--- src/rtl/sync_fifo_flags_if.sv ---
// Producer/consumer bundle for sync_fifo_flags: write and read handshakes, flush, and status.
// "master" is the side that talks to the FIFO; "slave" is the FIFO itself.
interface sync_fifo_flags_if #(
    parameter int WIDTH = 8,
    parameter int DEPTH = 16
);
    localparam int CW = $clog2(DEPTH + 1);

    logic             clr;
    logic             wr_en;
    logic [WIDTH-1:0] wr_data;
    logic             rd_en;
    logic [WIDTH-1:0] rd_data;
    logic             rd_valid;
    logic             full;
    logic             empty;
    logic             almost_full;
    logic             almost_empty;
    logic [CW-1:0]    count;
    logic [CW-1:0]    peak;
    logic             overflow;
    logic             underflow;

    modport master (
        output clr, wr_en, wr_data, rd_en,
        input  rd_data, rd_valid, full, empty, almost_full, almost_empty,
               count, peak, overflow, underflow
    );

    modport slave (
        input  clr, wr_en, wr_data, rd_en,
        output rd_data, rd_valid, full, empty, almost_full, almost_empty,
               count, peak, overflow, underflow
    );
endinterface

--- src/rtl/sync_fifo_flags.sv ---
// Single-clock FIFO with registered or first-word-fall-through read, programmable
// almost-full/almost-empty thresholds, occupancy count, high-water mark and error pulses.
module sync_fifo_flags #(
    parameter int WIDTH     = 8,
    parameter int DEPTH     = 16,
    parameter int REGOUT    = 1,
    parameter int AF_THRESH = DEPTH - 2,
    parameter int AE_THRESH = 2
) (
    input  logic               clk,
    input  logic               rst,
    sync_fifo_flags_if.slave   bus
);
    localparam int AW = $clog2(DEPTH);
    localparam int CW = $clog2(DEPTH + 1);
    localparam logic [CW-1:0] AF_T   = CW'(AF_THRESH);
    localparam logic [CW-1:0] AE_T   = CW'(AE_THRESH);
    localparam logic [CW-1:0] FULL_T = CW'(DEPTH);

    logic [WIDTH-1:0] mem [DEPTH];

    logic [AW-1:0] wr_ptr_reg, wr_ptr_next;
    logic [AW-1:0] rd_ptr_reg, rd_ptr_next;
    logic [CW-1:0] count_reg, count_next;
    logic [CW-1:0] peak_reg, peak_next;
    logic          full_reg, empty_reg;
    logic          almost_full_reg, almost_empty_reg;
    logic          overflow_reg, underflow_reg;
    logic          flush;
    logic          wr_acc, rd_acc;

    // Acceptance uses the flags registered at the start of the cycle, so a full
    // FIFO rejects a write even when a read frees a slot in the same cycle.
    always_comb begin
        flush       = rst | bus.clr;
        wr_acc      = bus.wr_en && !full_reg  && !flush;
        rd_acc      = bus.rd_en && !empty_reg && !flush;
        wr_ptr_next = wr_acc ? wr_ptr_reg + AW'(1) : wr_ptr_reg;
        rd_ptr_next = rd_acc ? rd_ptr_reg + AW'(1) : rd_ptr_reg;
        count_next  = count_reg + CW'(wr_acc) - CW'(rd_acc);
        peak_next   = (count_next > peak_reg) ? count_next : peak_reg;
    end

    always_ff @(posedge clk) begin
        if (flush) begin
            wr_ptr_reg       <= '0;
            rd_ptr_reg       <= '0;
            count_reg        <= '0;
            peak_reg         <= '0;
            full_reg         <= 1'b0;
            empty_reg        <= 1'b1;
            almost_full_reg  <= 1'b0;
            almost_empty_reg <= 1'b1;
            overflow_reg     <= 1'b0;
            underflow_reg    <= 1'b0;
        end else begin
            wr_ptr_reg       <= wr_ptr_next;
            rd_ptr_reg       <= rd_ptr_next;
            count_reg        <= count_next;
            peak_reg         <= peak_next;
            full_reg         <= (count_next == FULL_T);
            empty_reg        <= (count_next == '0);
            almost_full_reg  <= (count_next >= AF_T);
            almost_empty_reg <= (count_next <= AE_T);
            overflow_reg     <= bus.wr_en && full_reg;
            underflow_reg    <= bus.rd_en && empty_reg;
        end
    end

    // Storage carries no reset so it maps onto RAM primitives.
    always_ff @(posedge clk) begin
        if (wr_acc) begin
            mem[wr_ptr_reg] <= bus.wr_data;
        end
    end

    generate
        if (REGOUT != 0) begin : g_regout
            logic [WIDTH-1:0] rd_data_reg;
            logic             rd_valid_reg;

            always_ff @(posedge clk) begin
                if (flush) begin
                    rd_data_reg  <= '0;
                    rd_valid_reg <= 1'b0;
                end else begin
                    rd_valid_reg <= rd_acc;
                    if (rd_acc) begin
                        rd_data_reg <= mem[rd_ptr_reg];
                    end
                end
            end

            assign bus.rd_data  = rd_data_reg;
            assign bus.rd_valid = rd_valid_reg;
        end else begin : g_fwft
            // Head word shown directly; forced to zero while empty so stale
            // memory never appears on the bus after a flush.
            assign bus.rd_data  = empty_reg ? '0 : mem[rd_ptr_reg];
            assign bus.rd_valid = !empty_reg;
        end
    endgenerate

    assign bus.full         = full_reg;
    assign bus.empty        = empty_reg;
    assign bus.almost_full  = almost_full_reg;
    assign bus.almost_empty = almost_empty_reg;
    assign bus.count        = count_reg;
    assign bus.peak         = peak_reg;
    assign bus.overflow     = overflow_reg;
    assign bus.underflow    = underflow_reg;
endmodule

--- src/flat_wrapper.sv ---
// flat-port wrapper written by rule: the top's interface ports become plain ports
module sync_fifo_flags_flat 
#(
    parameter int WIDTH     = 8,
    parameter int DEPTH     = 16,
    parameter int REGOUT    = 1,
    parameter int AF_THRESH = DEPTH - 2,
    parameter int AE_THRESH = 2
)
  (clk, rst, bus_clr, bus_wr_en, bus_wr_data, bus_rd_en, bus_rd_data, bus_rd_valid, bus_full, bus_empty, bus_almost_full, bus_almost_empty, bus_count, bus_peak, bus_overflow, bus_underflow);
  sync_fifo_flags_if #(.WIDTH(WIDTH), .DEPTH(DEPTH)) bus_i ();
  input  logic clk;
  input  logic rst;
  input wire logic [$bits(bus_i.clr)-1:0] bus_clr;
  input wire logic [$bits(bus_i.wr_en)-1:0] bus_wr_en;
  input wire logic [$bits(bus_i.wr_data)-1:0] bus_wr_data;
  input wire logic [$bits(bus_i.rd_en)-1:0] bus_rd_en;
  output wire logic [$bits(bus_i.rd_data)-1:0] bus_rd_data;
  output wire logic [$bits(bus_i.rd_valid)-1:0] bus_rd_valid;
  output wire logic [$bits(bus_i.full)-1:0] bus_full;
  output wire logic [$bits(bus_i.empty)-1:0] bus_empty;
  output wire logic [$bits(bus_i.almost_full)-1:0] bus_almost_full;
  output wire logic [$bits(bus_i.almost_empty)-1:0] bus_almost_empty;
  output wire logic [$bits(bus_i.count)-1:0] bus_count;
  output wire logic [$bits(bus_i.peak)-1:0] bus_peak;
  output wire logic [$bits(bus_i.overflow)-1:0] bus_overflow;
  output wire logic [$bits(bus_i.underflow)-1:0] bus_underflow;
  assign bus_i.clr = bus_clr;
  assign bus_i.wr_en = bus_wr_en;
  assign bus_i.wr_data = bus_wr_data;
  assign bus_i.rd_en = bus_rd_en;
  assign bus_rd_data = bus_i.rd_data;
  assign bus_rd_valid = bus_i.rd_valid;
  assign bus_full = bus_i.full;
  assign bus_empty = bus_i.empty;
  assign bus_almost_full = bus_i.almost_full;
  assign bus_almost_empty = bus_i.almost_empty;
  assign bus_count = bus_i.count;
  assign bus_peak = bus_i.peak;
  assign bus_overflow = bus_i.overflow;
  assign bus_underflow = bus_i.underflow;
  sync_fifo_flags #(.WIDTH(WIDTH), .DEPTH(DEPTH), .REGOUT(REGOUT), .AF_THRESH(AF_THRESH), .AE_THRESH(AE_THRESH)) u_core (.clk(clk), .rst(rst), .bus(bus_i));
endmodule
--- config.mk ---
export PLATFORM = sky130hd
export DESIGN_NAME = sync_fifo_flags_flat
export DESIGN_NICKNAME = d
export VERILOG_FILES = /design/src/rtl/sync_fifo_flags_if.sv /design/src/rtl/sync_fifo_flags.sv /design/src/flat_wrapper.sv
export SDC_FILE = /design/constraint.sdc
export NUM_CORES = 1
export LEC_CHECK = 0
export BUFFER_PORTS_ARGS = -buffer_cell sky130_fd_sc_hd__buf_2
export CORE_MARGIN = 4
export CORE_UTILIZATION = 41
export CTS_BUF_LIST = sky130_fd_sc_hd__clkbuf_16
export DETAILED_ROUTE_END_ITERATION = 10
export GPL_ROUTABILITY_DRIVEN = 0
export GPL_TIMING_DRIVEN = 1
export PLACE_DENSITY_LB_ADDON = 0.08
export SETUP_SLACK_MARGIN = 0.3
export SYNTH_ARGS = -nofsm -noshare
export SYNTH_HDL_FRONTEND = slang
export SYNTH_SLANG_ARGS = --single-unit
--- constraint.sdc ---
create_clock -name clk -period 5.3 [get_ports clk]
set_clock_uncertainty 0.1 [all_clocks]
set_input_delay 1.325 -clock clk [delete_from_list [all_inputs] [get_ports clk]]
set_output_delay 1.325 -clock clk [all_outputs]
set_load 0.05 [all_outputs]
Word level (Yosys, flattened, before mapping)

Memories as Yosys holds them, arrays and structs flattened. A register that Yosys moved wholly into a read port is not among the register bits.
Cells that the tools add are included.

Register bits after elaboration: 25
Bits in latches: 0
RAM bits: 128
Bits in read-only memories: 0
Input bits: 13
Output and inout port bits: 25
Word-level logic and storage cells: 33
Memories kept: 1

$add $sub $neg: 4
Multiply operators: 0
Divide/modulo/power cells: 0
Magnitude comparators: 3
Equality and inequality tests: 1
Shift-type cells: 0
Muxes and demuxes: 2
Bitwise logic cells: 1
Reductions and logical operators: 10

Memories:

| memory     | depth | bits a word | rd ports | clocked after memory_dff | write ports | line                  | text |
|---|---|---|---|---|---|---|---|
| u_core.mem | 16    | 8           | 1        | 1                        | 1           | sync_fifo_flags.sv:20 | `logic [WIDTH-1:0] mem [DEPTH];` |

Operators by type and width:

| cell                                                                                 | number |
|---|---|
| 4-bit by 1-bit adder with 4-bit output (second input constant)                       | 2 |
| 1-bit logical AND                                                                    | 6 |
| 5-bit by 1-bit adder with 5-bit output                                               | 1 |
| 5-bit equality test (second input constant)                                          | 1 |
| 5-bit by 4-bit greater-or-equal comparator with 1-bit output (second input constant) | 1 |
| 5-bit greater-than comparator                                                        | 1 |
| 5-bit by 2-bit less-or-equal comparator with 1-bit output (second input constant)    | 1 |
| 5-bit logical NOT                                                                    | 1 |
| 5-bit by 1-bit subtractor with 5-bit output                                          | 1 |
| 1-bit logical NOT                                                                    | 3 |
| 1-bit two-way mux                                                                    | 2 |
| 1-bit bitwise OR                                                                     | 1 |

Logic depth before layout (Yosys ltp)

Depth in word-level cells: 6
Depth in mapped cells: 16
Gate-level depth less buffers: 15

Worst setup path after synthesis

No wires, ideal clock.

Path kind: input -> register
Start: input port bus_rd_en
End: register u_core.peak_reg[0], in the netlist u_core.bus.peak[0]
Arrival: 4.428 ns
Data required time: 5.117 ns
Setup slack: 0.690 ns
Cell stages on the path: 16
Buffers on the path: 1
Cells stage by stage: nor2b_1 -> and2_1 -> buf_6 -> ha_1 -> inv_1 -> ha_1 -> fa_1 -> a21o_1 -> a21oi_1 -> xnor2_1 -> inv_1 -> ha_1 -> and3_1 -> and3b_1 -> or4_1 -> o221ai_1

Cells in the longest elaborated chain, start to end: 4

Ends and longest elaborated chain:

| element                                     | line                  | text |
|---|---|---|
| from (decl)                                 | flat_wrapper.sv:17    | `input wire logic [$bits(bus_i.rd_en)-1:0] bus_rd_en;` |
| 1-bit logical AND (2 in series)             | sync_fifo_flags.sv:37 | `rd_acc = bus.rd_en && !empty_reg && !flush;` |
| named net u_core.rd_acc                     | sync_fifo_flags.sv:30 | `logic wr_acc, rd_acc;` |
| 5-bit by 1-bit subtractor with 5-bit output | sync_fifo_flags.sv:40 | `count_next = count_reg + CW'(wr_acc) - CW'(rd_acc);` |
| named net u_core.count_next[4]              | sync_fifo_flags.sv:24 | `logic [CW-1:0] count_reg, count_next;` |
| 5-bit greater-than comparator               | sync_fifo_flags.sv:41 | `peak_next = (count_next > peak_reg) ? count_next : peak_reg;` |
| to (signal assigned)                        | sync_fifo_flags.sv:60 | `peak_reg <= peak_next;` |
| to (decl)                                   | sync_fifo_flags.sv:25 | `logic [CW-1:0] peak_reg, peak_next;` |

The timed path passes the listed nets, and every way through them passes these cells.
A chain may end at the register's enable or synchronous reset.

Worst setup path in the final report

Start: input port bus_rd_en
End: register u_core.peak_reg[0], in the netlist u_core.bus.peak[0]

Cells in the longest elaborated chain, start to end: 4

Ends and longest elaborated chain:

| element                                     | line |
|---|---|
| 1-bit logical AND (2 in series)             | sync_fifo_flags.sv:37 |
| 5-bit by 1-bit subtractor with 5-bit output | sync_fifo_flags.sv:40 |
| named net u_core.count_next[4]              | sync_fifo_flags.sv:24 |
| 5-bit greater-than comparator               | sync_fifo_flags.sv:41 |

The timed path passes the listed nets, and every way through them passes these cells.

==> results.md <==
Yosys:
- The number of enable flip-flop cells after synthesis is 128.
- For this run, the register share of the synthesized area comes to 0.686.
- The number of distinct library cell variants in the gate-level netlist after synthesis is 42.
- The Yosys warning count is 0.
- The mean post-synth cell area is 17.5 um^2.
- The area share of the largest cell type after synthesis is 0.585.
- After synthesis, the share of flip-flops with an asynchronous set or reset is 0.
- The net count of the mapped netlist is 404.
- The primary flip-flop cell chosen by synthesis mapping is sky130_fd_sc_hd__edfxtp_1.
- The cell count after synthesis is 376.
- Yosys attributes the largest share of cell area to sky130_fd_sc_hd__edfxtp_1 59%, sky130_fd_sc_hd__dfxtp_1 10%, sky130_fd_sc_hd__mux4_1 7.6%.
- After synthesis the cells add up to 0.00657 mm^2.
- In this run, synthesis produced a sequential element count of 161.
- The cell taking the most area after synthesis is sky130_fd_sc_hd__edfxtp_1.

Route:
- The pre-antenna-repair detailed-routing pass consisted of 4 iterations.
- The average wire per cell in the routed design is between 20 and 25 um.
- In this run, the number of DRC markers left after iteration 0 of detailed routing was between 150 and 200.
- The total number of vias is about 3400.
- The detailed-route wire length is between 10000 and 15000 um.
- The antenna violation net count after detailed routing is 0.
- The via-per-instance ratio is 5.20.
- In the routed design, unresolved DRC markers number 0.

Placement:
- The number of port buffers is 37.
- The number of placed instances, taps included, is ~620.
- The wire-length estimate of the detail-placed layout is 8800 um.

Critical path:
- The category of the most critical setup path is input port to flop.
- The critical path capture point is u_core.bus.peak[0].
- In this run the critical register-to-register path is launched from u_core.bus.empty.
- The setup check on the worst reg-to-reg path leaves a slack of around 1.6 ns.
- STA classifies the critical path endpoint as a flop.
- The critical path depth is 16.
- In this design, the stage delay of the slowest critical-path cell is 0.42 ns.
- The data required time at the worst endpoint is 5.49 ns.
- The highest-delay cell along the critical path is sky130_fd_sc_hd__nor3_1.
- Along the worst path, the maximum fanout reaches 6.
- The critical path goes through buf_2 -> nor2b_1 -> and2_1 -> ha_1 -> inv_1 -> ha_1 -> fa_1 -> a21o_1 -> a21oi_1 -> xnor2_1 -> inv_1 -> ha_1 -> and3_1 -> and3b_1 -> nor3_1 -> o221ai_1.
- The count of cells along the worst register-to-register path is 15.
- The number of buffers and inverters on the critical path is 3.
- By instance count, the cell type seen most on the critical path is sky130_fd_sc_hd__ha_1.
- The startpoint kind of the worst setup timing path is an input port.
- The critical path starts at bus_rd_en.
- In this design, the largest share of critical-path delay is due to adder cells.
- The critical path arrival is 4.59 ns.
- The worst register-to-register path ends at u_core.bus.peak[0].

Power and ir drop:
- Summing internal, switching and leakage power gives 2.61 mW.
- The leakage power summed over all cells is 2.58 nW.
- The areal power density over the cells is 347 mW/mm^2.
- Across the VDD grid, the largest voltage drop is 0.000224 V.

GRT:
- The wire length of the first global-routing pass is around 21000 um.
- The initial antenna violation count is 0.
- The pin count of the biggest net entering global routing is 35.
- In the global route stage, overall resource usage came out at 0.161.
- The via count of the first global-routing pass is 3421.
- The total overflow left after global routing is 0.

Timing:
- The number of failing hold endpoints at the final stage is 0.
- In the finished design, the share of the clock period the worst path needs comes to 0.831.
- Derived from the worst setup path, the maximum achievable clock frequency is 227 MHz.
- The number of pins with negative max-slew slack in the final report came to 0.
- The setup TNS is 0 ns.
- The relative slew slack is 0.288.
- For the pin with the worst max-slew slack, the measured transition is approximately 1.1 ns.
- Setup repair after global routing left no endpoint under its margin.
- For the finished layout, the period the worst path requires is about 4.4 ns.
- Setup violations remaining at the end of the flow were counted as 0.

Layout:
- The final-layout fill cell count is 1347.
- The post-layout instance count excluding filler cells is 654.
- The signed area change from the synthesized netlist to the final layout is 14.5%.
- The fraction of final layout cells sized beyond drive strength 1 is 0.246.
- The number of flip-flops under the largest register name is 128.
- The number of antenna diodes in the final layout is 0.
- The number of nets at the end of the flow is between 400 and 500.
- Summing all multi-input logic gate instances after layout gives 0.00186 mm^2.
- The area used by sequential logic in the layout is ~0.0045 mm^2.

Clock tree:
- After clock tree synthesis, the clock-pin slew on the worst setup and hold paths is 0.07 ns.
- The post-cts resize count is 0.
- The total number of clock tree sinks is roughly 160.
- The post-CTS setup buffer count is 0.
- CTS placed an instance of sky130_fd_sc_hd__clkbuf_16 at the clock tree root.
- In this run, CTS created clock tree buffers numbering 17.
- The clock latency of the later-clocked register in the worst-skew pair is around 0.42 ns.
- For this design, the CTS-stage hold fixing added 0 buffers.
- The clock tree synthesis step divided the H-tree into 4 levels.
- The buffer depth of the longest clock path is 2.
- TritonCTS built the clock tree.

Outcome:
- The run finished with clean final reports.

Die:
- The die is 135 um wide.
- The standard cell core area is 0.0154 mm^2.
- The floorplan step defined a die boundary enclosing 0.0181 mm^2.
- The floorplan row count is 45.
- During I/O placement, the number of pins put on the boundary was 38.
- The initial utilization of the core area, before any placement, comes to 0.426.
- The die is 135 um tall.

Job:
- The number of maximum-capacitance constraint violations is 0.

Min path:
- The tightest min-delay check is of the flop to flop type.
## worst reg2reg max path, stage by stage, from the launching register on
cell	delay (ns)
sky130_fd_sc_hd__dfxtp_1	0.35
sky130_fd_sc_hd__nor2b_1	0.08
sky130_fd_sc_hd__and2_1	0.17
sky130_fd_sc_hd__ha_1	0.27
sky130_fd_sc_hd__inv_1	0.04
sky130_fd_sc_hd__ha_1	0.21
sky130_fd_sc_hd__fa_1	0.40
sky130_fd_sc_hd__a21o_1	0.17
sky130_fd_sc_hd__a21oi_1	0.17
sky130_fd_sc_hd__xnor2_1	0.20
sky130_fd_sc_hd__inv_1	0.08
sky130_fd_sc_hd__ha_1	0.28
sky130_fd_sc_hd__and3_1	0.20
sky130_fd_sc_hd__and3b_1	0.23
sky130_fd_sc_hd__nor3_1	0.42
sky130_fd_sc_hd__o221ai_1	0.18
## layout by cell type (no fill, tap or decap), types with 2 or more instances in the layout
cell type                    instances
sky130_fd_sc_hd__and2_1              5
sky130_fd_sc_hd__clkinv_4            4
sky130_fd_sc_hd__clkinvlp_4          4
sky130_fd_sc_hd__mux4_2             21
sky130_fd_sc_hd__dfxtp_1            31
sky130_fd_sc_hd__ha_1               14
sky130_fd_sc_hd__nand3_1             2
sky130_fd_sc_hd__buf_2              37
sky130_fd_sc_hd__clkbuf_16          17
sky130_fd_sc_hd__clkinv_2            4
sky130_fd_sc_hd__or4_1               3
sky130_fd_sc_hd__xor2_1              5
sky130_fd_sc_hd__nor2b_1             2
sky130_fd_sc_hd__o31ai_1             3
sky130_fd_sc_hd__inv_6               3
sky130_fd_sc_hd__nand2b_1            2
sky130_fd_sc_hd__a21oi_1             3
sky130_fd_sc_hd__inv_1              16
sky130_fd_sc_hd__nand2_1            37
sky130_fd_sc_hd__o221ai_1            3
sky130_fd_sc_hd__dfxtp_2             2
sky130_fd_sc_hd__o21ai_0             2
sky130_fd_sc_hd__and3_1              5
sky130_fd_sc_hd__buf_4              14
sky130_fd_sc_hd__mux4_1             19
sky130_fd_sc_hd__o21ai_1             8
sky130_fd_sc_hd__nand4_1             2
sky130_fd_sc_hd__nor2_1             25
sky130_fd_sc_hd__edfxtp_1          128
sky130_fd_sc_hd__xnor2_1             4
sky130_fd_sc_hd__nor3_1              6
## synth_stat cells (3+ instances only)
master,n
sky130_fd_sc_hd__or4_1,3
sky130_fd_sc_hd__inv_1,16
sky130_fd_sc_hd__xor2_1,5
sky130_fd_sc_hd__a21oi_1,3
sky130_fd_sc_hd__mux4_2,21
sky130_fd_sc_hd__buf_6,4
sky130_fd_sc_hd__o31ai_1,3
sky130_fd_sc_hd__o21ai_1,8
sky130_fd_sc_hd__buf_4,3
sky130_fd_sc_hd__ha_1,14
sky130_fd_sc_hd__nor2_1,25
sky130_fd_sc_hd__buf_2,3
sky130_fd_sc_hd__clkbuf_1,3
sky130_fd_sc_hd__edfxtp_1,128
sky130_fd_sc_hd__and3_1,5
sky130_fd_sc_hd__and2_1,5
sky130_fd_sc_hd__xnor2_1,4
sky130_fd_sc_hd__dfxtp_1,33
sky130_fd_sc_hd__o221ai_1,3
sky130_fd_sc_hd__mux4_1,19
sky130_fd_sc_hd__nor3_1,6
sky130_fd_sc_hd__nand2_1,37
## logic make-up (layout without fill, tap and decap cells)
family                     after synthesis  count (layout)  synth area share
xor gates and xnor gates                10              10            0.0154
AOI/OAI and AO/OA                       25              25            0.0248
buffers and inverters                   32              99            0.0307
muxes                                   41              41             0.150
adders and majority gates               15              15            0.0297
DFF                                    161             161             0.686
and+or+nand+nor                         92              92            0.0637
## metrics by stage
step,area (um^2),setup slack (ns),utilization,hold slack [ns]
2_1_floorplan,6570,0.690,-,0.421
3_3_place_gp,6980,0.561,0.452,0.336
3_5_place_dp,6980,0.482,0.452,0.338
4_1_cts,7520,0.933,0.487,0.347
5_1_grt,7520,0.678,0.487,0.357
6_report,7520,0.897,0.487,0.345
## power breakdown
| part | internal (mW) | switching, mW | total (mW) |
|---|---|---|---|
| combinational | 0.0422 | 0.0869 | 0.129 |
| sequential | 1.37 | 0.00494 | 1.38 |
| clock | 0.601 | 0.507 | 1.11 |
## how the worst min path moves through the flow
stage / from / to / cells past startpoint
finish: u_core.bus.rd_data[7] / u_core.bus.rd_data[7] / 2
global route: u_core.bus.rd_data[3] / u_core.bus.rd_data[3] / 2
CTS: u_core.bus.rd_data[7] / u_core.bus.rd_data[7] / 2
detailed placement: u_core.bus.rd_data[7] / u_core.bus.rd_data[7] / 2
global placement: u_core.bus.rd_data[2] / u_core.bus.rd_data[2] / 2
floorplan: u_core.wr_ptr_reg[1] / u_core.wr_ptr_reg[1] / 2
## layer usage
metal	vias to the layer above	part of all wire	GRT usage
met3	18	0.046	0.0369
met1	1719	0.45	0.214
li1	1579	-	-
met4	0	0.017	0.0775
met2	85	0.49	0.254
met5	-	0	0
## area by class of cell
class | count | area share
clock inverter | 15 | 0.0148
sequential | 161 | 0.600
multi-input combinational | 183 | 0.247
tap | 211 | 0.0351
timing repair buffer | 51 | 0.0386
inverter | 16 | 0.00799
clock buffer | 17 | 0.0566
Note: power is estimated with default switching activity, not from simulation.
